<file path="config.mk">
export PLATFORM = sky130hd
export DESIGN_NAME = mem_stall_ctrl
export DESIGN_NICKNAME = d
export VERILOG_FILES = /design/src/rtl/mem_stall_ctrl.sv
export SDC_FILE = /design/constraint.sdc
export NUM_CORES = 1
export LEC_CHECK = 0
export CAP_MARGIN = 20
export CORE_ASPECT_RATIO = 1.4
export CORE_MARGIN = 2
export CORE_UTILIZATION = 54
export CTS_BUF_LIST = sky130_fd_sc_hd__clkbuf_16
export DETAILED_ROUTE_END_ITERATION = 8
export GPL_ROUTABILITY_DRIVEN = 0
export PLACE_DENSITY = 0.79
export SYNTH_ARGS = -nofsm -noshare
export SYNTH_HDL_FRONTEND = slang
export SYNTH_SLANG_ARGS = --single-unit
</file>
<file path="constraint.sdc">
create_clock -name clk -period 6.5 [get_ports clk]
set_input_delay 1.3 -clock clk [delete_from_list [all_inputs] [get_ports clk]]
set_output_delay 1.3 -clock clk [all_outputs]
set_load 0.02 [all_outputs]
</file>
<file path="src/rtl/mem_stall_ctrl.sv">
// Data-memory stall controller: holds the pipeline while a load/store waits on dmem_ready, abandons it on kill/timeout.
// dmem_req/stall/wb_bubble are combinational from state and inputs; bus_err and stall_cycles are registered one cycle later.
module mem_stall_ctrl #(
  parameter int unsigned TIMEOUT = 255
) (
  input  logic        clk,
  input  logic        reset,
  input  logic        MemRead_mem,
  input  logic        MemWrite_mem,
  input  logic        kill,
  input  logic        dmem_ready,
  input  logic        perf_clr,
  output logic        dmem_req,
  output logic        stall,
  output logic        wb_bubble,
  output logic        bus_err,
  output logic [31:0] stall_cycles
);

  typedef enum logic {
    IDLE = 1'b0,
    WAIT = 1'b1
  } state_t;

  localparam logic [15:0] TIMEOUT_W = 16'(TIMEOUT);

  state_t      state;
  logic [15:0] wait_cnt;
  logic        acc;
  logic        in_wait;
  logic        timeout_hit;

  assign acc = MemRead_mem | MemWrite_mem;
  // Reset forces the output decode to IDLE regardless of the registered state.
  assign in_wait     = (state == WAIT) && !reset;
  assign timeout_hit = in_wait && !kill && !dmem_ready && (wait_cnt == TIMEOUT_W);

  always_comb begin
    dmem_req  = 1'b0;
    stall     = 1'b0;
    wb_bubble = 1'b0;
    if (in_wait) begin
      dmem_req  = !kill && !timeout_hit;
      stall     = !kill && !dmem_ready && !timeout_hit;
      wb_bubble = kill || !dmem_ready;
    end else begin
      dmem_req  = acc && !kill;
      stall     = acc && !kill && !dmem_ready && !reset;
      wb_bubble = kill || (acc && !dmem_ready);
    end
  end

  always_ff @(posedge clk) begin
    if (reset) begin
      state        <= IDLE;
      wait_cnt     <= 16'd0;
      bus_err      <= 1'b0;
      stall_cycles <= 32'd0;
    end else begin
      bus_err <= timeout_hit;

      if (perf_clr)
        stall_cycles <= 32'd0;
      else if (stall)
        stall_cycles <= stall_cycles + 32'd1;

      case (state)
        IDLE: begin
          if (acc && !kill && !dmem_ready) begin
            state    <= WAIT;
            wait_cnt <= 16'd1;
          end
        end
        WAIT: begin
          // acc is ignored here: the stalled EX/MEM keeps presenting the same access.
          if (kill || dmem_ready || timeout_hit)
            state <= IDLE;
          else
            wait_cnt <= wait_cnt + 16'd1;
        end
      endcase
    end
  end

endmodule

</file>
======== Word-level counts from Yosys, hierarchy flattened ========
Cells that the tools add are included.
storage, ports and cells
  register bits ........................... 50
  latch bits .............................. 0
  RAM bits ................................ 0
  bits in read-only memories .............. 0
  bits of input ports ..................... 7
  output and inout port bits .............. 36
  logic and storage cells ................. 41
  memories ................................ 0
operators by class
  add/subtract/negate cells ............... 2
  multiply operators ...................... 0
  divide/modulo/power cells ............... 0
  $lt $le $gt $ge ......................... 0
  eq/ne operators ......................... 3
  shifts and indexed selects .............. 0
  multiplexer cells ....................... 9
  bitwise logic cells ..................... 2
  reduce and logical (&&, ||, !) cells .... 21
operator list
  kind                                                               count
  32-bit by 1-bit adder with 32-bit output (second input constant)   1
  16-bit two-way mux                                                 2
  16-bit case mux with 2 select lines                                1
  16-bit by 1-bit adder with 16-bit output (second input constant)   1
  16-bit by 8-bit == test with 1-bit output (second input constant)  1
  1-bit logical AND                                                  11
  1-bit two-way mux                                                  5
  1-bit zero test                                                    4
  1-bit logical OR                                                   4
  2-bit inequality test (second input constant)                      2
  1-bit case mux with 2 select lines                                 1
  2-bit AND reduction                                                1
  2-bit OR reduction                                                 1
  1-bit inverter                                                     1
  1-bit bitwise OR                                                   1

======== Longest topological paths before layout ========
Gate-level depths: netlist of run 1.
  word-level depth ........................ 8
  depth in mapped cells ................... 9
  gate-level depth less buffers ........... 7

======== Worst setup path after synthesis of run 1 ========
Ideal clock, no wire load.
  path kind ............................... input port to output port
  start point ............................. input dmem_ready
  end point ............................... output stall
  arrival ................................. 2.461 ns
  required time ........................... 5.200 ns
  path slack .............................. 2.739 ns
  stages on the path ...................... 5
  path buffers ............................ 2
  path through ............................ or4b_1 > clkbuf_1 > o21a_1 > buf_2 > inv_2
between the ends
  cells in the longest elaborated chain, start to end .. 6
  elaborated cells between the ends (all ways) .. 9
  those cells by class .................... mux (1); reduce/logical (8)
ends and longest elaborated chain
  item                             line        RTL
  from (decl)                      11          input logic dmem_ready,
  1-bit zero test (*)              36, 44, 48
  1-bit logical AND (2 in series)  36          assign timeout_hit = in_wait && !kill && !dmem_ready && (wait_cnt == TIMEOUT_W);
  1-bit zero test                  44          stall = !kill && !dmem_ready && !timeout_hit;
  1-bit logical AND                44
  1-bit two-way mux (*)            42          if (in_wait) begin
  to (decl)                        14          output logic stall,
Every way passes the cells marked *; elsewhere a longest branch is shown, timed or not.

======== Worst setup path after layout of run 1 ========
  start point ............................. input reset
  end point ............................... output stall
between the ends
  cells in the longest elaborated chain, start to end .. 8
  elaborated cells between the ends (all ways) .. 9
  those cells by class .................... mux (1); reduce/logical (8)
ends and longest elaborated chain
  item                             line    RTL
  from (decl)                      7       input logic reset,
  1-bit zero test (*)              35, 48
  1-bit logical AND                35      assign in_wait = (state == WAIT) && !reset;
  1-bit logical AND (3 in series)  36
  1-bit zero test                  44
  1-bit logical AND                44
  1-bit two-way mux (*)            42
Marked as above.

==> results of run 1 <==
[power by group through the flow]
stage                     Clock [mW]  Combinational [mW]  Sequential (mW)
after floorplan                    0              0.0178            0.316
after global placement             0              0.0270            0.317
after detailed placement           0              0.0273            0.317
after CTS                      0.338              0.0274            0.310
after global routing           0.349              0.0302            0.310
final                          0.334              0.0276            0.310
[cells by family (layout without fill, tap and decap cells)]
logic type               after synthesis  in the layout
AND/OR/NAND/NOR                      140            140
multiplexers                           1              1
buffers and inverters                 33             65
XOR/XNOR                               1              1
AO/OA/AOI/OAI                         97             97
adder cells (fa/ha/maj)                2              2
flip-flops                            50             50
[worst max path at each step]
stage | start | end | depth (start not counted)
final | reset | stall | 5
after global routing | reset | stall | 5
after CTS | reset | stall | 5
after detailed placement | reset | stall | 5
after global placement | reset | stall | 5
after floorplan | dmem_ready | stall | 5
[per-stage QoR]
stage               utilization, %  cell area (um^2)  total power, mW  cells  hold slack (ns)
floorplan                        -              2610            0.334    324            0.447
global placement              66.1              3050            0.344    410            0.466
detailed placement            66.1              3050            0.344    410            0.470
CTS                           70.3              3240            0.676    418            0.486
global route                  70.3              3240            0.689    418            0.517
finish                        70.3              3240            0.672    418            0.489
[cell usage after synthesis, types with 6 or more instances]
cell type  count  area share [%]
nand3_1       18             3.5
or3_1         10             2.4
o31ai_1       16             4.6
nor2_1        14             2.0
inv_1         13             1.9
dfxtp_1       50              38
clkbuf_1      14             2.0
nand4_1       16             3.8
o21ai_0       12             2.3
nand2_1       27             3.9
or4_1         16             4.6
o41ai_1        6             2.0
and4_1         8             2.7
a21oi_1       38             7.3
[metal layers]
metal	vias up	track usage (%)	share of wire [%]
met1	1250	29.3	42
li1	1323	-	-
met4	0	9.09	1.7
met3	12	4.29	4.4
met2	82	48.0	52
met5	-	0	0
[layout make-up]
cell class / count / area share, %
flip-flops and latches: 50 / 30.9
clock inverters: 3 / 2.12
well taps: 62 / 2.39
clock buffers: 5 / 3.86
repair buffers: 43 / 13.2
multi-input cells: 241 / 45.9
inverters: 14 / 1.62
[flip-flops by register name, indices dropped and copies added, names as in the netlist]
| signal | count |
|---|---|
| stall_cycles | 32 |
| bus_err | 1 |
| wait_cnt | 16 |
| state | 1 |
==> flow_summary.yaml, run 1 <==
run_status:
  outcome: "complete, no violations"
power_and_ir_drop:
  leakage_nw: 0.966
  power_switching_mw: 0.133
  seq_power_share_pct: 46.1
  swShare_pct: 19.8
  intPower_mw: 0.539
  powerDensity_nw_per_um2: 207
  clkPwrFrac_pct: 49.8
  irDropWorstVdd_v: 0.000166
  combinationalPowerShare_pct: 4.1
yosys:
  postSynthAreaPerCell_um2: 8.06
  ys.flop_type: "dfxtp_1"
  synth-simple-area-share_pct: 31.4
  synth-xor-area-share_pct: 0.335
  synth-seq-area-share_pct: 38.3
  synth_compound_area_share_pct: 23.6
  synthMuxAreaShare_pct: 0.383
  synth_cells: 324
  synth_fp_nets: 333
  syn_area_um2: 2610
  yosys_warnings: 0
  yosys.area_share.adder_pct: 0.958
  synth_edf_count: 0
  synth_cell_type_count: 45
  synth_async_sr_flop_share_pct: 0
  synth-seq-cells: 50
  synth_top_family_by_area: "simple AND/OR/NAND/NOR gates"
min_path:
  hp-start: "wait_cnt[12]"
  worstHoldPathType: "reg2reg"
  holdPathStages: 1
  worstHoldEndpoint: "wait_cnt[12]"
cts:
  htreeDepth: 2
  root_buffer: "clkbuf_16"
  cts_buffer_depth: 2
  cts_sinks: 50
  clk_pin_slew_ns: 0.07
  clock_latency_ns: 0.28
  cts_resized: 0
  cts_tree: "built"
  cts-buffers-inserted: 5
  post_cts.repair.setup_buffers: 0
  holdBufCountCts: 0
critical_path:
  r2r_cells: 5
  path_buf_inv: 3
  critical_path_arrival_ns: 3.96
  crit_chain: "clkdlybuf4s50_1 > or4b_1 > o21a_1 > inv_2 > clkdlybuf4s50_1"
  slowest_stage: "or4b_1"
  rr_startpoint: "stall_cycles[5]"
  startpoint_type: "primary input"
  crit_path_max_incr_delay_ns: 0.68
  cp_top_family: "buffers and inverters"
  worst-path-max-fanout: 20
  cp.required_ns: 5.20
  end_kind: "output pin"
  r2r_end: "stall_cycles[31]"
  critical_path_class: "in2out"
  rrSetupSlack_ns: 3.81
  crit_top_cell: "clkdlybuf4s50_1"
floorplanning:
  die_area_um2: 5420
  die-width_um: 62.8
  start_util_pct: 56.7
  die_y_um: 86.3
  rows: 29
  core_area_um2: 4610
  io_pins: 43
final_layout:
  n_antenna_cell: 0
  final_common_cell: "dfxtp_1"
  final_nets: 364
  multi_input_area_um2: 1490
  regArea_um2: 1000
  fillers: 394
  synthToLayoutAreaGrowth_pct: 24.1
  drive_gt1_share_pct: 4.78
  mostFrequentLayoutCells: "50 x dfxtp_1, 42 x clkdlybuf4s50_1, 38 x a21oi_1"
global_routing:
  grtUsageTotal_pct: 25.7
  grt_pass1_wl_mm: 11.4
  grt_pass1_vias: 2472
  grt_overflow: 0
  antenna_found_initial: 0
  grt_max_degree: 38
route:
  postRouteAntennaNets: 0
  viasPerCell: 6.38
  drt-pass1-iter-count: 5
  routed_wl_mm: 6.93
  drc: 0
  vias: 2667
  post_drt_wl_per_cell_um: 16.6
  first_iter_violations: 184
timing:
  hold_viol: 0
  timing.final.crit_share_pct: 80.8
  slew_violations: 0
  min_period_ns: 5.26
  final.setup.tns_ns: 0
  rsz0062_at_grt: "false"
  setup_ws_ns: 1.24
  slew_headroom_pct: 49.3
  setup_viol_count_final: 0
  timing.fmax_mhz: 190
  finClkSkew_ns: 0.00391
  tightest_slew_ns: 0.758
placed_design:
  io_buffers: 42
  pre_cts_slack_ns: 1.30
  post-dp-hpwl_mm: 4.77
flow_run:
  maxCapViolations: 0
Note: power is estimated with default switching activity, not from simulation.
==> run 2, diff against run 1 <==
--- a/config.mk
+++ b/config.mk
@@ -8,11 +8,11 @@
 export CAP_MARGIN = 20
 export CORE_ASPECT_RATIO = 1.4
 export CORE_MARGIN = 2
-export CORE_UTILIZATION = 54
+export CORE_UTILIZATION = 48
 export CTS_BUF_LIST = sky130_fd_sc_hd__clkbuf_16
 export DETAILED_ROUTE_END_ITERATION = 8
 export GPL_ROUTABILITY_DRIVEN = 0
-export PLACE_DENSITY = 0.79
+export PLACE_DENSITY = 0.74
 export SYNTH_ARGS = -nofsm -noshare
 export SYNTH_HDL_FRONTEND = slang
 export SYNTH_SLANG_ARGS = --single-unit
==> constraint.sdc (replaced) <==
create_clock -name clk -period 4.8 [get_ports clk]
set_input_delay 0.96 -clock clk [delete_from_list [all_inputs] [get_ports clk]]
set_output_delay 0.96 -clock clk [all_outputs]
set_load 0.02 [all_outputs]
==> run 2 against run 1 <==
Hold slack worse by 0.0059 ns. Sequential power up 35%. Clock power about the same. Cell count up 1.2%. Die area up 12%. Register-to-register slack worse by 1.7 ns. Cell area down 1.4%. Sequential cell count unchanged. Setup slack worse by 0.71 ns. Critical path depth unchanged. Combinational power up 36%. Largest power group is now sequential cells.
==> flow_summary.yaml, run 2 (same netlist as run 1, synthesis figures left out) <==
final_layout:
  multi_input_area_um2: 1490
  fillers: 467
  n_antenna_cell: 0
  drive_gt1_share_pct: 4.48
  reg_top3: "stall_cycles: 32 flops, wait_cnt: 16 flops"
  regArea_um2: 1000
  mostFrequentLayoutCells: "50 x dfxtp_1, 42 x clkdlybuf4s50_1, 38 x a21oi_1"
  finish.utilization_pct: 61.5
  synthToLayoutAreaGrowth_pct: 22.4
  final_common_cell: "dfxtp_1"
  final_cells: 423
  largest_register_ff_count: 32
  top_register: "stall_cycles"
  final_nets: 365
global_routing:
  grt_overflow: 0
  grt_max_degree: 38
  grt_pass1_vias: 2433
  antenna_found_initial: 0
  grt_pass1_wl_mm: 11.2
  grtUsageTotal_pct: 23.0
timing:
  slew_violations: 0
  slew_headroom_pct: 50.7
  hold_viol: 0
  tightest_slew_ns: 0.737
  timing.fmax_mhz: 235
  setup_ws_ns: 0.538
  final.setup.tns_ns: 0
  finClkSkew_ns: 0.00399
  timing.final.crit_share_pct: 88.8
  setup_viol_count_final: 0
  min_period_ns: 4.26
  rsz0062_at_grt: "false"
critical_path:
  end_kind: "output pin"
  critical_path.endpoint: "stall"
  startpoint_type: "primary input"
  critPathLaunch: "reset"
  r2r_cells: 5
  critical_path_class: "in2out"
  critical_path_arrival_ns: 3.30
  rrSetupSlack_ns: 2.16
  worst-path-max-fanout: 11
  cp.required_ns: 3.84
  r2r_end: "stall_cycles[29]"
  rr_startpoint: "stall_cycles[5]"
floorplanning:
  start_util_pct: 50.2
  io_pins: 43
  die_area_um2: 6050
  die-width_um: 66.3
  core_area_um2: 5200
  die_y_um: 91.3
  rows: 31
route:
  drt-pass1-iter-count: 4
  viasPerCell: 6.39
  first_iter_violations: 208
  post_drt_wl_per_cell_um: 16.1
  routed_wl_mm: 6.81
  postRouteAntennaNets: 0
  drc: 0
  vias: 2704
min_path:
  worstHoldPathType: "reg2reg"
cts:
  clk_pin_slew_ns: 0.07
  clock_latency_ns: 0.28
  cts_sinks: 50
  cts_resized: 0
  post_cts.repair.setup_buffers: 0
  htreeDepth: 2
  cts_buffer_depth: 2
  cts-buffers-inserted: 5
  root_buffer: "clkbuf_16"
  holdBufCountCts: 0
  cts_tree: "built"
run_status:
  outcome: "complete, no violations"
placed_design:
  pre_cts_slack_ns: 0.566
  place_inst: 415
  io_buffers: 42
  post-dp-hpwl_mm: 4.71
power_and_ir_drop:
  irDropWorstVdd_v: 0.000171
  powerDensity_nw_per_um2: 248
  leakage_nw: 0.949
flow_run:
  maxCapViolations: 0
## run 2: cell types whose count changed in the layout (fill, tap and decap cells not counted), sizes merged
cell    before  now
bufinv       2    0
inv         14   15
buf          1    2
clkinv       1    2
## run 2: where the power goes
part           internal [mW]  switching, mW  total (mW)
clock                  0.189          0.146       0.334
combinational         0.0145         0.0230      0.0375
sequential             0.417        0.00325       0.420
## run 2: layout make-up
class | instances | area share (%)
Clock buffer | 5 | 3.92
Clock inverter | 3 | 0.392
Inverter | 14 | 1.64
Multi-Input combinational cell | 241 | 46.5
Sequential cell | 50 | 31.3
Tap cell | 66 | 2.58
Timing Repair Buffer | 44 | 13.6
## run 2: per-layer routing
metal | track usage (%) | vias to the layer above | wire length (um)
met5 | 0 | - | 0
met4 | 6.80 | 0 | 104
met3 | 4.46 | 11 | 371
met2 | 39.3 | 101 | 3500
met1 | 28.7 | 1277 | 2830
li1 | - | 1315 | -
## run 2: how the worst min path moves through the flow
stage	from	to	cells past startpoint
after CTS	stall_cycles[31]	stall_cycles[31]	2
after global placement	stall_cycles[31]	stall_cycles[31]	2
final	stall_cycles[31]	stall_cycles[31]	2
after global routing	stall_cycles[13]	stall_cycles[13]	2
after detailed placement	stall_cycles[31]	stall_cycles[31]	2
after floorplan	wait_cnt[12]	wait_cnt[12]	1
## run 2: critical path, stage by stage
cell             delay [ns]
clkdlybuf4s50_1        0.58
or4b_1                 0.68
o21a_1                 0.26
inv_2                  0.18
clkdlybuf4s50_1        0.64
## run 2: through the flow
step           hold WS (ns)  power, mW  area, um^2
2_1_floorplan         0.447      0.452        2610
3_5_place_dp          0.474      0.467        3060
6_report              0.483      0.792        3200
5_1_grt               0.516      0.825        3200
4_1_cts               0.482      0.803        3200
3_3_place_gp          0.464      0.467        3060
==> run 3, diff against run 2 <==
--- a/config.mk
+++ b/config.mk
@@ -6,13 +6,14 @@
 export NUM_CORES = 1
 export LEC_CHECK = 0
 export CAP_MARGIN = 20
-export CORE_ASPECT_RATIO = 1.4
+export CELL_PAD_IN_SITES_DETAIL_PLACEMENT = 0
+export CELL_PAD_IN_SITES_GLOBAL_PLACEMENT = 1
 export CORE_MARGIN = 2
-export CORE_UTILIZATION = 48
+export CORE_UTILIZATION = 35
 export CTS_BUF_LIST = sky130_fd_sc_hd__clkbuf_16
 export DETAILED_ROUTE_END_ITERATION = 8
 export GPL_ROUTABILITY_DRIVEN = 0
-export PLACE_DENSITY = 0.74
+export PLACE_DENSITY = 0.73
 export SYNTH_ARGS = -nofsm -noshare
 export SYNTH_HDL_FRONTEND = slang
 export SYNTH_SLANG_ARGS = --single-unit
==> run 3 against run 2 <==
Sequential cell count did not move. Setup slack improved by 0.14 ns. Clock-buffer cell count unchanged. Cell area increased by 1.4%. First-iteration DRC count down 58%. Combinational power grew 3%. Global-route usage shrank 4.9 points. Highest routed layer unchanged. Clock power rose by 1%. Hold slack improved by 0.011 ns. Register-to-register slack is essentially flat.
==> flow_summary.yaml, run 3 (same netlist as run 1, synthesis figures left out) <==
timing:
  setup_viol_count_final: 0
  slew_headroom_pct: 47.1
  finClkSkew_ns: 0.0106
  timing.final.crit_share_pct: 85.8
  timing.fmax_mhz: 243
  hold_viol: 0
  rsz0062_at_grt: "false"
  min_period_ns: 4.12
  slew_violations: 0
  tightest_slew_ns: 0.791
  final.setup.tns_ns: 0
  hold_slack_ns: 0.494
  setup_ws_ns: 0.681
placed_design:
  place_inst: 449
  pre_cts_slack_ns: 0.689
  post-dp-hpwl_mm: 4.87
  io_buffers: 42
power_and_ir_drop:
  leakage_nw: 0.951
  clkPwrFrac_pct: 42.5
  swShare_pct: 22.2
  powerDensity_nw_per_um2: 246
  intPower_mw: 0.620
  combinationalPowerShare_pct: 4.8
  power_switching_mw: 0.177
  irDropWorstVdd_v: 0.000114
  seq_power_share_pct: 52.7
critical_path:
  crit_path_max_incr_delay_ns: 0.66
  worst-path-max-fanout: 10
  crit_chain: "clkdlybuf4s50_1 > or4b_1 > o21a_1 > inv_2 > clkdlybuf4s50_1"
  slowest_stage: "or4b_1"
  critical_path_arrival_ns: 3.16
  end_kind: "output pin"
  startpoint_type: "primary input"
  crit_top_cell: "clkdlybuf4s50_1"
  r2r_cells: 5
  critical_path_class: "in2out"
  cp.required_ns: 3.84
flow_run:
  maxCapViolations: 0
route:
  viasPerCell: 5.83
  drc: 0
  first_iter_violations: 88
  routed_wl_mm: 7.11
  vias: 2659
  drt-pass1-iter-count: 4
  postRouteAntennaNets: 0
  post_drt_wl_per_cell_um: 15.6
cts:
  cts_sinks: 50
  htreeDepth: 2
  clk_pin_slew_ns: 0.06
  clock_latency_ns: 0.29
  post_cts.repair.setup_buffers: 0
  root_buffer: "clkbuf_16"
  cts-buffers-inserted: 5
  cts_tree: "built"
  cts_buffer_depth: 2
  holdBufCountCts: 0
  cts_resized: 0
global_routing:
  grt_pass1_wl_mm: 12.3
  antenna_found_initial: 0
  grtUsageTotal_pct: 18.0
  grt_max_degree: 38
  grt_pass1_vias: 2501
  grt_overflow: 0
final_layout:
  reg_top3: "stall_cycles: 32 flops, wait_cnt: 16 flops"
  synthToLayoutAreaGrowth_pct: 24.1
  largest_register_ff_count: 32
  final_common_cell: "dfxtp_1"
  n_antenna_cell: 0
  top_register: "stall_cycles"
  finish.utilization_pct: 44.7
  final_cells: 456
  mostFrequentLayoutCells: "50 x dfxtp_1, 42 x clkdlybuf4s50_1, 38 x a21oi_1"
  drive_gt1_share_pct: 5.04
  final_nets: 366
floorplanning:
  core_area_um2: 7250
  die_y_um: 90.4
  start_util_pct: 36.0
  rows: 31
  die-width_um: 90.4
  die_area_um2: 8170
  io_pins: 43
min_path:
  worstHoldPathType: "reg2reg"
  holdPathStages: 1
run_status:
  outcome: "complete, no violations"
-- run 3: worst max-delay path, delay by kind of cell --
family                 cells  cell delay [ns]
AO/OA/AOI/OAI              1             0.26
buffers and inverters      3             1.27
AND/OR/NAND/NOR            1             0.66
-- run 3: cell type report --
cell class / instances / area, um^2
Multi-Input combinational cell: 241 / 1490
Tap cell: 99 / 124
Clock inverter: 2 / 10.0
Clock buffer: 5 / 125
Timing Repair Buffer: 45 / 443
Inverter: 14 / 52.6
Fill cell: 729 / 4010
Sequential cell: 50 / 1000
-- run 3: power groups by stage --
stage                     Combinational (mW)  Sequential, mW  Clock [mW]
final                                 0.0385           0.420       0.339
after global routing                  0.0426           0.420       0.367
after global placement                0.0387           0.429           0
after detailed placement              0.0387           0.429           0
after floorplan                       0.0241           0.428           0
after CTS                             0.0388           0.420       0.354
-- run 3: layer usage --
metal  track usage [%]  wire, um  up-vias
met5                 0         0        -
met4              5.00        55        0
met3              2.75       285        5
met2              30.1      3330       53
met1              24.3      3440     1278
li1                  -         -     1323
-- run 3: path summary, 6_finish.rpt --
| path | startpoint | endpoint | slack [ns] |
|---|---|---|---|
| setup / recovery | dmem_ready | stall | 0.68 |
| hold / removal | wait_cnt[12] | wait_cnt[12] | 0.49 |
| setup reg to reg | stall_cycles[5] | stall_cycles[31] | 2.15 |
| hold reg to reg | wait_cnt[12] | wait_cnt[12] | 0.49 |
-- run 3: through the flow --
step                area, um^2  power (mW)
finish                    3240       0.797
global route              3240       0.830
CTS                       3240       0.812
detailed placement        3110       0.468
global placement          3110       0.468
floorplan                 2610       0.452
